## src/rtl/dmem_lsu.sv

```systemverilog
// Load/store unit in front of a byte-enabled data memory with a 1-cycle registered read.
// Checks legality and alignment, then drives the memory port and returns one response per request.
module dmem_lsu #(
    parameter int MEM_ADDR_WIDTH = 10
) (
    input  logic                      CLK,
    input  logic                      RST_N,
    input  logic                      REQ_VALID,
    output logic                      REQ_READY,
    input  logic                      REQ_WE,
    input  logic [2:0]                REQ_FUNCT3,
    input  logic [31:0]               REQ_ADDR,
    input  logic [31:0]               REQ_WDATA,
    output logic                      RSP_VALID,
    input  logic                      RSP_READY,
    output logic [31:0]               RSP_RDATA,
    output logic                      RSP_ERR,
    output logic                      MEM_EN,
    output logic [3:0]                MEM_WE,
    output logic [MEM_ADDR_WIDTH-1:0] MEM_ADDR,
    output logic [31:0]               MEM_WDATA,
    input  logic [31:0]               MEM_RDATA,
    output logic [1:0]                DBG_STATE
);

    // Handshakes: a transfer happens on a rising edge where valid & ready are both 1.
    // A response stays valid with stable data/err until RSP_READY is seen high.
    typedef enum logic [1:0] {
        IDLE = 2'd0,
        LOAD = 2'd1,
        RESP = 2'd2
    } state_t;

    state_t      state_q, state_d;
    logic [2:0]  funct3_q;
    logic [1:0]  off_q;
    logic [31:0] rsp_rdata_q, rsp_rdata_d;
    logic        rsp_err_q, rsp_err_d;

    logic        is_half, is_word, illegal, misaligned, req_err, accept;
    logic [1:0]  req_off;
    logic [7:0]  lane8;
    logic [15:0] lane16;
    logic [31:0] load_data;

    assign req_off = REQ_ADDR[1:0];
    assign is_half = (REQ_FUNCT3[1:0] == 2'b01);
    assign is_word = (REQ_FUNCT3[1:0] == 2'b10);

    always_comb begin
        illegal = 1'b0;
        if (REQ_WE) begin
            illegal = (REQ_FUNCT3 > 3'd2);
        end else begin
            illegal = !(REQ_FUNCT3 == 3'b000 || REQ_FUNCT3 == 3'b001 ||
                        REQ_FUNCT3 == 3'b010 || REQ_FUNCT3 == 3'b100 ||
                        REQ_FUNCT3 == 3'b101);
        end
    end

    assign misaligned = (is_half && req_off[0]) || (is_word && (req_off != 2'b00));
    assign req_err    = illegal || misaligned;

    assign REQ_READY = RST_N && (state_q == IDLE);
    assign accept    = REQ_VALID && REQ_READY;

    assign MEM_ADDR = REQ_ADDR[MEM_ADDR_WIDTH+1:2];
    assign MEM_EN   = RST_N && (state_q == IDLE) && REQ_VALID && !req_err;

    // Stores replicate the datum across every lane so only the enables pick the target bytes.
    always_comb begin
        MEM_WE    = 4'b0000;
        MEM_WDATA = REQ_WDATA;
        if (REQ_WE) begin
            case (REQ_FUNCT3[1:0])
                2'b00:   MEM_WDATA = {4{REQ_WDATA[7:0]}};
                2'b01:   MEM_WDATA = {2{REQ_WDATA[15:0]}};
                default: MEM_WDATA = REQ_WDATA;
            endcase
            if (MEM_EN) begin
                case (REQ_FUNCT3[1:0])
                    2'b00:   MEM_WE = 4'b0001 << req_off;
                    2'b01:   MEM_WE = 4'b0011 << req_off;
                    default: MEM_WE = 4'b1111;
                endcase
            end
        end
    end

    assign lane8  = MEM_RDATA[{off_q, 3'b000} +: 8];
    assign lane16 = MEM_RDATA[{off_q[1], 4'b0000} +: 16];

    always_comb begin
        case (funct3_q)
            3'b000:  load_data = {{24{lane8[7]}}, lane8};
            3'b001:  load_data = {{16{lane16[15]}}, lane16};
            3'b100:  load_data = {24'd0, lane8};
            3'b101:  load_data = {16'd0, lane16};
            default: load_data = MEM_RDATA;
        endcase
    end

    always_comb begin
        state_d     = state_q;
        rsp_rdata_d = rsp_rdata_q;
        rsp_err_d   = rsp_err_q;
        case (state_q)
            IDLE: begin
                if (accept) begin
                    if (req_err) begin
                        state_d     = RESP;
                        rsp_rdata_d = 32'd0;
                        rsp_err_d   = 1'b1;
                    end else if (REQ_WE) begin
                        state_d     = RESP;
                        rsp_rdata_d = 32'd0;
                        rsp_err_d   = 1'b0;
                    end else begin
                        state_d = LOAD;
                    end
                end
            end
            LOAD: begin
                state_d     = RESP;
                rsp_rdata_d = load_data;
                rsp_err_d   = 1'b0;
            end
            RESP: begin
                if (RSP_READY) begin
                    state_d = IDLE;
                end
            end
            default: state_d = IDLE;
        endcase
    end

    always_ff @(posedge CLK or negedge RST_N) begin
        if (!RST_N) begin
            state_q     <= IDLE;
            funct3_q    <= 3'd0;
            off_q       <= 2'd0;
            rsp_rdata_q <= 32'd0;
            rsp_err_q   <= 1'b0;
        end else begin
            state_q     <= state_d;
            rsp_rdata_q <= rsp_rdata_d;
            rsp_err_q   <= rsp_err_d;
            if (accept) begin
                funct3_q <= REQ_FUNCT3;
                off_q    <= req_off;
            end
        end
    end

    assign RSP_VALID = (state_q == RESP);
    assign RSP_RDATA = rsp_rdata_q;
    assign RSP_ERR   = rsp_err_q;
    assign DBG_STATE = state_q;

endmodule

```

## config.mk

```make
export PLATFORM = sky130hd
export DESIGN_NAME = dmem_lsu
export DESIGN_NICKNAME = d
export VERILOG_FILES = /design/src/rtl/dmem_lsu.sv
export SDC_FILE = /design/constraint.sdc
export NUM_CORES = 1
export LEC_CHECK = 0
export CAP_MARGIN = 0
export CORE_MARGIN = 2
export CORE_UTILIZATION = 38
export DETAILED_ROUTE_END_ITERATION = 10
export GPL_TIMING_DRIVEN = 0
export PLACE_DENSITY = 0.83
export REMOVE_ABC_BUFFERS = 1
export SYNTH_ARGS = -nofsm -noshare
export SYNTH_HDL_FRONTEND = slang
export SYNTH_SLANG_ARGS = --single-unit
```

## constraint.sdc

```tcl
create_clock -name CLK -period 3 [get_ports CLK]
set_clock_uncertainty 0.2 [all_clocks]
set_input_delay 0.6 -clock CLK [delete_from_list [all_inputs] [get_ports CLK]]
set_output_delay 0.6 -clock CLK [all_outputs]
set_load 0.01 [all_outputs]
```

# Word-level counts from Yosys, hierarchy flattened
# Cells that the tools add are included.
word_totals:
  register_bits: 40
  input_bits: 104
  output_inout_bits: 84
  word_cells: 65
op_classes:
  n_lt_le_gt_ge: 1
  eq_ne: 14
  shift: 4
  muxes: 20
  n_reduce_logical: 21
op_table:
  columns: ["op", "count"]
  rows:
  - ["32-bit 2-to-1 mux", 4]
  - ["32-bit one-hot mux with 2 select lines", 2]
  - ["32-bit one-hot mux with 4 select lines", 1]
  - ["32-bit by 6-bit indexed part select with 16-bit output", 1]
  - ["32-bit by 6-bit indexed part select with 8-bit output", 1]
  - ["3-bit == test, second input constant", 4]
  - ["2-bit 2-to-1 mux", 4]
  - ["4-bit 2-to-1 mux", 2]
  - ["4-bit one-hot mux with 2 select lines", 1]
  - ["3-bit by 1-bit == test with 1-bit output, second input constant", 2]
  - ["3-bit zero test", 2]
  - ["1-bit logical OR", 6]
  - ["2-bit one-hot mux with 3 select lines", 1]
  - ["1-bit logical AND", 5]
  - ["2-bit by 1-bit == test with 1-bit output, second input constant", 2]
  - ["2-bit == test, second input constant", 2]
  - ["2-bit zero test", 2]
  - ["1-bit 2-to-1 mux", 4]
  - ["2-bit nonzero test", 2]
  - ["1-bit by 2-bit << shifter with 4-bit output, first input constant", 1]
  - ["2-bit by 2-bit << shifter with 4-bit output, first input constant", 1]
  - ["3-bit by 2-bit == test with 1-bit output, second input constant", 1]
  - ["3-bit by 2-bit > comparator with 1-bit output, second input constant", 1]
  - ["3-bit != test, second input constant", 1]
  - ["other kinds (6)", 7]

# Logic depth before layout (Yosys ltp)
# Gate-level depths: netlist of run 1.
logic_depth:
  ltp_word: 12
  ltp_mapped: 7
  ltp_nobuf: 4

# Least setup slack after synthesis of run 1
# No wires, ideal clock.
synth_path:
  path_kind: "in2out"
  start: "in REQ_FUNCT3[0]"
  end: "out MEM_WE[1]"
  t_arrival_ns: 1.636
  setup_slack_ns: 0.564
  stages: 5
  n_path_buf: 1
  cell_sequence: "buf_2 a221oi_1 o21a_1 nand2_1 a21oi_1"
synth_via:
  elab_chain_len: 12
synth_lines:
  columns: ["item", "line_no", "rtl"]
  rows:
  - ["start: declaration", "11", "input logic [2:0] REQ_FUNCT3,"]
  - ["3-bit by 1-bit == test with 1-bit output / 3-bit zero test (equally long branches)", "55", "illegal = !(REQ_FUNCT3 == 3'b000 || REQ_FUNCT3 == 3'b001 ||"]
  - ["1-bit logical OR (2 in series)", "55", null]
  - ["1-bit logical OR (2 in series)", "56", "REQ_FUNCT3 == 3'b010 || REQ_FUNCT3 == 3'b100 ||"]
  - ["1-bit zero test", "55", null]
  - ["1-bit 2-to-1 mux", "52", "if (REQ_WE) begin"]
  - ["1-bit logical OR *", "62", "assign req_err = illegal || misaligned;"]
  - ["1-bit zero test *", "68", "assign MEM_EN = RST_N && (state_q == IDLE) && REQ_VALID && !req_err;"]
  - ["1-bit logical AND *", "68", null]
  - ["named net MEM_EN", "18", "output logic MEM_EN,"]
  - ["4-bit 2-to-1 mux *", "80", "if (MEM_EN) begin"]
  - ["4-bit 2-to-1 mux *", "74", "if (REQ_WE) begin"]
  - ["end: declaration", "19", "output logic [3:0] MEM_WE,"]
# Mark *: on every way through the listed nets, which the timed path passes. The rest lies on a longest branch.

# Worst setup path in the final report of run 1
layout_path:
  start: "in REQ_FUNCT3[1]"
  end: "out MEM_WDATA[9]"
layout_via:
  elab_chain_len: 3
layout_lines:
  columns: ["item", "line_no", "rtl"]
  rows:
  - ["2-bit by 1-bit == test with 1-bit output / 2-bit zero test (equally long branches)", "75", "case (REQ_FUNCT3[1:0])"]
  - ["32-bit one-hot mux with 2 select lines *", "75", null]
  - ["32-bit 2-to-1 mux *", "74", null]
  - ["end: declaration", "21", "output logic [31:0] MEM_WDATA,"]
# Every way passes the cells marked *; elsewhere a longest branch is shown, timed or not.

==> impl_metrics.py, run 1 <==
metrics = {
    "outcome": {
        "outcome": "complete, but fails checks",
        "violations": "negative hold slack",
    },
    "setup_path": {
        "criticalPathCategory": "in2out",
        "cp_cell_sequence": "dlygate4sd2_1 > inv_2 > nand2_8 > nor2_4 > buf_4 > mux2_2 > dlygate4sd2_1",
        "slowest_stage": "mux2_2",
        "cpMostUsedCell": "dlygate4sd2_1",
        "max_stage_delay_ns": 0.33,
        "crit_path_end_kind": "output pin",
        "worst-endpoint-arrival_ns": 2.12,
        "path_delay_family": "buffers and inverters",
        "critPathMaxFanout": 13,
        "r2r_setup_slack_ns": 0.43,
        "crit_path_start_kind": "input pin",
        "worstPathRequired_ns": 2.20,
        "crit_buf_inv": 4,
    },
    "floorplanning": {
        "rows": 30,
        "die_area_um2": 7610,
        "die_w_um": 87.2,
        "core_area_um2": 6760,
        "dieHeight_um": 87.2,
        "start_util": 0.389,
        "ios": 188,
    },
    "clocking": {
        "tritoncts.num_buffers": 5,
        "cts-root-buf": "clkbuf_8",
        "htree_levels": 2,
        "cts_buffer_depth": 2,
        "clock-sinks": 40,
        "path_clk_slew_ns": 0.08,
        "cts_tree": "yes",
        "clock_latency_ns": 0.30,
    },
    "route": {
        "vias_per_cell": 5.78,
        "wl_per_cell_um": 19.1,
        "finalWirelength_mm": 8.88,
        "drtIter0Drc": 219,
        "firstDrtPassIters": 5,
        "drc_errors": 0,
        "antenna_left": 0,
        "vias": 2680,
    },
    "logic_synthesis": {
        "syn_area_per_cell_um2": 10.3,
        "yosysTopAreaCellShare": 0.380,
        "synth_cell_types": 44,
        "synth-seq-cells": 40,
        "yosys.area.top_type": "dfrtp_1",
        "ys_seq_area_frac": 0.380,
        "synth_ff_type": "dfrtp_1",
        "synth_area_um2": 2630,
        "synth_edf_count": 0,
        "synth_warnings": 0,
        "syn_inst": 256,
        "async_flop_share": 1.00,
        "synth_area_leaders": "dfrtp_1 (38%), mux2_2 (7.7%), buf_4 (6.8%)",
    },
    "placed_design": {
        "dp_hpwl_mm": 6.37,
        "io_buffer_count": 147,
        "post-place-cells": 446,
        "dpl_cell_area_um2": 3930,
        "gp_congestion": 0.830,
    },
    "timing": {
        "rsz0062_at_grt": "false",
        "timing.hold.ws_ns": -0.00707,
        "slew_violations": 0,
        "setup-violations-final": 0,
        "slew_headroom": 0.230,
        "fin_crit_ns": 2.92,
        "hold_viol": 20,
        "fmax_ghz": 0.343,
        "tightest_slew_ns": 1.15,
        "finalCritPeriodShare": 0.973,
    },
    "power": {
        "p_int_mw": 1.29,
        "p_sw_frac": 0.323,
        "ir_drop_v": 0.000213,
        "clkPwrFrac": 0.236,
        "cellPowerDensity_nw_per_um2": 461,
        "comb_power_share": 0.387,
        "seqPwrFrac": 0.377,
        "p_sw_mw": 0.618,
        "leakagePower_nw": 1.76,
        "total_power_mw": 1.91,
    },
    "final_layout": {
        "instances_no_fill": 464,
        "layout-area-overhead-vs-synth_pct": 57.3,
        "diodes": 0,
        "stdcell_area_um2": 4140,
        "final_nets": 487,
        "final_common_cell": "clkdlybuf4s50_1",
        "final_cell_mix": "clkdlybuf4s50_1 (128), dfrtp_1 (40), nand2_1 (24)",
        "drive_gt1_frac": 0.141,
    },
    "grt": {
        "first_global_vias": 2835,
        "grt_pass1_wl_mm": 13.6,
        "overflow": 0,
        "antenna_found_initial": 0,
        "grt_max_degree": 43,
        "grt_usage": 0.231,
    },
    "flow_run": {
        "maxCapViolCount": 0,
    },
    "min_path": {
        "hold_path_class": "in2async",
    },
}
## registers in the layout, indices dropped and copies added (netlist names)
signal / flops
funct3_q: 3
off_q: 2
DBG_STATE: 2
RSP_ERR: 1
RSP_RDATA: 32
## Yosys cell counts, types with 5 or more instances
library cell   n
buf_4         24
o21ai_0       15
o221ai_1       7
nor2_1         8
mux2i_1       16
dfrtp_1       40
a22o_1         7
mux2_2        18
a2bb2oi_1      7
a21oi_1        6
inv_1          5
o2bb2ai_1      8
o22ai_1        8
nand2_1       25
clkbuf_1       5
a221o_1       14
## final cells by class
cell class / count / area (um2)
Fill cell: 555 / 2620
Timing Repair Buffer: 156 / 1520
Multi-Input combinational cell: 174 / 1390
Sequential cell: 40 / 1000
Tap cell: 80 / 100
Clock buffer: 5 / 68.8
Clock inverter: 3 / 42.5
Inverter: 6 / 22.5
## cell families (layout without fill, tap and decap cells)
family	Yosys count	after routing	share of synthesized area
compound gates	86	86	0.262
simple gates	52	53	0.101
buf+inv	43	170	0.109
flops	40	40	0.380
mux	35	35	0.146
## worst paths after layout
path | start | cells past startpoint | end
max in group asynchronous | RST_N | 1 | RSP_RDATA[7]
setup reg to reg | off_q[1] | 4 | RSP_RDATA[21]
hold reg to reg | RSP_RDATA[7] | 1 | RSP_RDATA[7]
hold / removal | RST_N | 1 | RSP_RDATA[26]
min in group CLK | RSP_RDATA[7] | 1 | RSP_RDATA[7]
setup / recovery | REQ_FUNCT3[1] | 7 | MEM_WDATA[9]
## layer usage
| layer | track usage | vias up | share of wire |
|---|---|---|---|
| met1 | 0.256 | 1251 | 0.37 |
| met3 | 0.0976 | 20 | 0.13 |
| met2 | 0.394 | 188 | 0.47 |
| met5 | 0 | - | 0 |
| met4 | 0.0867 | 0 | 0.023 |
| li1 | - | 1221 | - |
## metrics by stage
stage,setup WS [ns],utilization,setup TNS [ns]
2_1_floorplan,0.397,-,0
3_3_place_gp,-1.87,0.583,-71.03
3_5_place_dp,-0.981,0.582,-31.68
4_1_cts,0.0137,0.612,0
5_1_grt,0.0226,0.613,0
6_report,0.0813,0.613,0
## power by group through the flow
stage | sequential [mW] | clock, mW | combinational, mW
after floorplan | 0.738 | 0 | 0.300
after global placement | 0.722 | 0 | 0.714
after detailed placement | 0.727 | 0 | 0.729
after CTS | 0.718 | 0.453 | 0.741
after global routing | 0.733 | 0.477 | 0.793
final | 0.720 | 0.451 | 0.740
## what timing repair did
action / 4_1_cts / 5_1_grt
hold endpoints to repair: 0 / 0
hold buffers: 0 / 0
setup endpoints to repair: 62 / 1
resized for setup: 32 / 1
gates cloned: 1 / 0
pin swaps: 2 / 1
buffers inserted: 9 / 0
No activity file was read; power rests on OpenSTA's default activity.
==> inputs of run 2 (changes only) <==
--- a/config.mk
+++ b/config.mk
@@ -5,12 +5,12 @@
 export SDC_FILE = /design/constraint.sdc
 export NUM_CORES = 1
 export LEC_CHECK = 0
-export CAP_MARGIN = 0
 export CORE_MARGIN = 2
 export CORE_UTILIZATION = 38
 export DETAILED_ROUTE_END_ITERATION = 10
 export GPL_TIMING_DRIVEN = 0
 export PLACE_DENSITY = 0.83
+export RECOVER_POWER = 100
 export REMOVE_ABC_BUFFERS = 1
 export SYNTH_ARGS = -nofsm -noshare
 export SYNTH_HDL_FRONTEND = slang
==> run 2 against run 1 <==
The flow still finishes with violations (negative hold slack). Die area unchanged. Critical endpoint is now MEM_WDATA[16]. Cell count unchanged. Clock-buffer cell count unchanged. Worst hold slack improved by 0.0024 ns. Global-route usage unchanged. Sequential cell count unchanged. Design area decreased by 0.18%. Sequential share of layout area about the same. Largest cell class unchanged. Combinational power decreased by 4.6%. Clock power about the same. Fmax decreased by 1.5%.
==> impl_metrics.py, run 2 (synthesized netlist as in run 1, its figures left out) <==
metrics = {
    "setup_path": {
        "crit_end": "MEM_WDATA[16]",
        "crit_buf_inv": 3,
        "crit_path_end_kind": "output pin",
        "path_depth": 5,
        "rr_worst_depth": 4,
        "r2r_setup_slack_ns": 0.40,
        "critPathMaxFanout": 13,
        "cp_cell_sequence": "dlygate4sd2_1 > inv_2 > nand2_8 > mux2_2 > dlygate4sd3_1",
        "criticalPathCategory": "in2out",
        "slowest_stage": "dlygate4sd3_1",
        "path_delay_family": "buffers and inverters",
        "crit_path_start_kind": "input pin",
        "startpoint": "REQ_FUNCT3[1]",
        "worstReg2RegEnd": "RSP_RDATA[26]",
        "worstPathRequired_ns": 2.20,
        "max_stage_delay_ns": 0.60,
        "reg2reg_from": "off_q[1]",
        "worst-endpoint-arrival_ns": 2.16,
    },
    "timing": {
        "fmax_ghz": 0.338,
        "slew_violations": 0,
        "slew_headroom": 0.234,
        "timing.hold.ws_ns": -0.00472,
        "finalCritPeriodShare": 0.987,
        "setup-violations-final": 0,
        "setup_ws_ns": 0.0379,
        "rsz0062_at_grt": "false",
        "setup-tns-final_ns": 0,
        "tightest_slew_ns": 1.14,
        "hold_viol": 15,
        "fin_crit_ns": 2.96,
    },
    "flow_run": {
        "maxCapViolCount": 0,
    },
    "route": {
        "drtIter0Drc": 239,
        "finalWirelength_mm": 8.84,
        "vias": 2655,
        "vias_per_cell": 5.72,
        "drc_errors": 0,
        "wl_per_cell_um": 19.0,
        "firstDrtPassIters": 4,
        "antenna_left": 0,
    },
    "clocking": {
        "tritoncts.num_buffers": 5,
        "cts_tree": "yes",
        "path_clk_slew_ns": 0.09,
        "cts_buffer_depth": 2,
        "clock-sinks": 40,
        "cts-root-buf": "clkbuf_8",
        "holdBufCountCts": 0,
        "htree_levels": 2,
        "clock_latency_ns": 0.29,
    },
    "placed_design": {
        "dpl_cell_area_um2": 3930,
        "place_worst_setup_slack_ns": -0.981,
        "dp_hpwl_mm": 6.37,
        "io_buffer_count": 147,
        "gp_congestion": 0.830,
    },
    "floorplanning": {
        "die_area_um2": 7610,
        "ios": 188,
        "dieHeight_um": 87.2,
        "die_w_um": 87.2,
        "rows": 30,
        "core_area_um2": 6760,
        "start_util": 0.389,
    },
    "grt": {
        "grt_pass1_wl_mm": 13.6,
        "antenna_found_initial": 0,
        "overflow": 0,
        "grt_max_degree": 43,
        "first_global_vias": 2835,
        "grt_usage": 0.231,
    },
    "power": {
        "leakagePower_nw": 1.86,
        "cellPowerDensity_nw_per_um2": 454,
        "total_power_mw": 1.88,
        "ir_drop_v": 0.000214,
    },
    "final_layout": {
        "final_common_cell": "clkdlybuf4s50_1",
        "final_nets": 487,
        "stdcell_area_um2": 4130,
        "layout-area-overhead-vs-synth_pct": 57.1,
        "largest_register_ffs": 32,
        "diodes": 0,
        "drive_gt1_frac": 0.135,
        "final_cell_mix": "clkdlybuf4s50_1 (77), dlygate4sd3_1 (51), dfrtp_1 (40)",
    },
    "outcome": {
        "violations": "negative hold slack",
        "outcome": "complete, but fails checks",
    },
    "min_path": {
        "hold_path_class": "in2async",
    },
}
==> run 2: cell types whose count changed in the layout (fill, tap and decap cells not counted), sizes merged <==
cell           delta
clkdlybuf4s50    -51
dlygate4sd3      +51
buf               -5
clkbuf            +5
==> run 2: where the power goes <==
group / switching, mW / internal, mW / leakage, nW
Combinational: 0.309 / 0.398 / 1.27
Clock: 0.207 / 0.246 / 0.0541
Sequential: 0.0998 / 0.617 / 0.538
==> run 2: how the worst min path moves through the flow <==
stage          depth (start not counted)    startpoint             to
3_5_place_dp                           1  RSP_RDATA[4]   RSP_RDATA[4]
4_1_cts                                1         RST_N  RSP_RDATA[24]
6_report                               1         RST_N  RSP_RDATA[24]
5_1_grt                                1         RST_N   RSP_RDATA[9]
2_1_floorplan                          0         RST_N   DBG_STATE[0]
3_3_place_gp                           1  RSP_RDATA[7]   RSP_RDATA[7]
==> run 2: metrics by stage <==
step,utilization,cells
finish,0.612,464
global route,0.612,464
CTS,0.612,464
detailed placement,0.582,446
global placement,0.583,446
floorplan,-,219
==> run 2: worst reg2reg max path, cell delays in order (launching register included) <==
cell	delay, ns
dfrtp_1	0.88
mux2i_1	0.21
a2111oi_2	0.41
and3_1	0.62
a221o_1	0.22
==> run 2: timing repair <==
action | CTS | global route
resized for setup | 32 | 1
endpoints found under the setup margin | 62 | 1
buffers inserted | 9 | 0
pin swaps | 2 | 1
cloned | 1 | 0
==> run 2: final cells by class <==
type	count	area (um2)
clock buffers	5	68.8
clock inverters	3	42.5
fillers	559	2620
inverters	6	22.5
multi-input cells	174	1390
flip-flops and latches	40	1000
well taps	80	100
repair buffers	156	1510
==> run 2: per-layer routing <==
metal,track usage,vias to the layer above,wire (um)
li1,-,1219,-
met1,0.256,1241,3250
met2,0.394,182,4190
met3,0.0976,13,1220
met4,0.0867,0,187
met5,0,-,0
==> inputs of run 3 (changes only) <==
--- a/config.mk
+++ b/config.mk
@@ -6,10 +6,10 @@
 export NUM_CORES = 1
 export LEC_CHECK = 0
 export CORE_MARGIN = 2
-export CORE_UTILIZATION = 38
+export CORE_UTILIZATION = 35
 export DETAILED_ROUTE_END_ITERATION = 10
 export GPL_TIMING_DRIVEN = 0
-export PLACE_DENSITY = 0.83
+export PLACE_DENSITY = 0.77
 export RECOVER_POWER = 100
 export REMOVE_ABC_BUFFERS = 1
 export SYNTH_ARGS = -nofsm -noshare
==> run 3 against run 2 <==
Total power shrank 0.20%. Worst hold slack lost 0.0019 ns. Sequential cell count is the same. Design area grew 0.67%. Routed wire length shrank 1.3%. Cell count grew 4.3%. Combinational power shrank 0.8%. Global-route usage shrank 2.3 points. The flow still finishes with violations (negative hold slack).
==> impl_metrics.py, run 3 (synthesized netlist as in run 1, its figures left out) <==
metrics = {
    "outcome": {
        "outcome": "complete, but fails checks",
        "violations": "negative hold slack",
    },
    "final_layout": {
        "multi_input_area_um2": 1390,
        "instances_no_fill": 484,
        "final_nets": 488,
        "drive_gt1_frac": 0.140,
        "fillers": 630,
        "final_cell_mix": "clkdlybuf4s50_1 (68), dlygate4sd3_1 (60), dfrtp_1 (40)",
        "largest_register_ffs": 32,
        "utilization": 0.574,
        "seq_area_um2": 1000,
        "layout-area-overhead-vs-synth_pct": 58.1,
        "diodes": 0,
        "final_common_cell": "clkdlybuf4s50_1",
        "stdcell_area_um2": 4160,
    },
    "timing": {
        "fmax_ghz": 0.348,
        "finalCritPeriodShare": 0.959,
        "timing.hold.ws_ns": -0.00660,
        "slew_headroom": 0.255,
        "setup-violations-final": 0,
        "fin_crit_ns": 2.88,
        "setup_ws_ns": 0.124,
        "rsz0062_at_grt": "false",
        "slew_violations": 0,
        "tightest_slew_ns": 1.11,
        "hold_viol": 11,
    },
    "placed_design": {
        "gp_congestion": 0.838,
        "place_worst_setup_slack_ns": -0.950,
        "io_buffer_count": 147,
        "dpl_cell_area_um2": 3960,
        "post-place-cells": 465,
        "dp_hpwl_mm": 6.44,
    },
    "setup_path": {
        "path_delay_family": "buffers and inverters",
        "crit_path_end_kind": "output pin",
        "worstReg2RegEnd": "RSP_RDATA[23]",
        "worstPathRequired_ns": 2.20,
        "r2r_setup_slack_ns": 0.47,
        "rr_worst_depth": 4,
        "cp_cell_sequence": "dlygate4sd3_1 > and4bb_4 > o21a_1 > clkdlybuf4s50_1",
        "reg2reg_from": "off_q[1]",
        "slowest_stage": "clkdlybuf4s50_1",
        "crit_path_start_kind": "input pin",
        "crit_buf_inv": 2,
        "criticalPathCategory": "in2out",
        "critPathMaxFanout": 3,
        "max_stage_delay_ns": 0.56,
        "worst-endpoint-arrival_ns": 2.08,
    },
    "clocking": {
        "htree_levels": 2,
        "tritoncts.num_buffers": 5,
        "cts_tree": "yes",
        "clock_latency_ns": 0.30,
        "clock-sinks": 40,
        "path_clk_slew_ns": 0.08,
        "cts-root-buf": "clkbuf_8",
        "cts_buffer_depth": 2,
    },
    "power": {
        "ir_drop_v": 0.000222,
        "total_power_mw": 1.87,
        "leakagePower_nw": 1.86,
        "cellPowerDensity_nw_per_um2": 450,
    },
    "grt": {
        "overflow": 0,
        "first_global_vias": 2783,
        "grt_max_degree": 43,
        "grt_usage": 0.208,
        "antenna_found_initial": 0,
        "grt_pass1_wl_mm": 13.9,
    },
    "route": {
        "drtIter0Drc": 169,
        "finalWirelength_mm": 8.72,
        "firstDrtPassIters": 4,
        "drc_errors": 0,
        "wl_per_cell_um": 18.0,
        "vias": 2642,
        "antenna_left": 0,
        "vias_per_cell": 5.46,
    },
    "min_path": {
        "hold_path_class": "in2async",
    },
    "floorplanning": {
        "start_util": 0.363,
        "core_area_um2": 7250,
        "dieHeight_um": 90.7,
        "die_area_um2": 8230,
        "ios": 188,
        "die_w_um": 90.7,
        "rows": 31,
    },
    "flow_run": {
        "maxCapViolCount": 0,
    },
}
run 3: area by class of cell:
cell class,instances,area share
Clock buffer,5,0.0165
Clock inverter,3,0.0111
Inverter,6,0.00541
Multi-Input combinational cell,174,0.333
Sequential cell,40,0.241
Tap cell,99,0.0298
Timing Repair Buffer,157,0.364
run 3: worst max-delay path by stage:
stage / start / endpoint / depth (start not counted)
6_report: REQ_VALID / MEM_EN / 4
3_5_place_dp: REQ_FUNCT3[1] / MEM_WDATA[12] / 6
5_1_grt: REQ_VALID / MEM_WE[3] / 6
4_1_cts: REQ_FUNCT3[1] / MEM_WDATA[14] / 7
3_3_place_gp: RST_N / MEM_WE[1] / 6
2_1_floorplan: REQ_FUNCT3[1] / MEM_WDATA[10] / 4
run 3: timing repair:
item,in CTS,in global routing
cloned,1,0
hold buffers,0,0
gates resized for setup,33,2
endpoints found under the setup margin,54,5
setup buffers,7,3
pin swaps,2,1
run 3: power by group:
group	total [mW]	switching (mW)	internal (mW)
Combinational	0.700	0.306	0.394
Clock	0.458	0.208	0.251
Sequential	0.715	0.0974	0.617
run 3: layer usage:
layer / wire length (um) / GRT usage
met4: 65 / 0.0436
met1: 3320 / 0.225
met5: 0 / 0.0321
met2: 4300 / 0.370
met3: 1040 / 0.0927
run 3: metrics by stage:
step | hold WS (ns) | TNS (ns)
after floorplan | 0.104 | 0
after global placement | 0.278 | -70.22
after detailed placement | 0.281 | -30.72
after CTS | 0.0144 | 0
after global routing | 0.0278 | 0
final | -0.00660 | 0
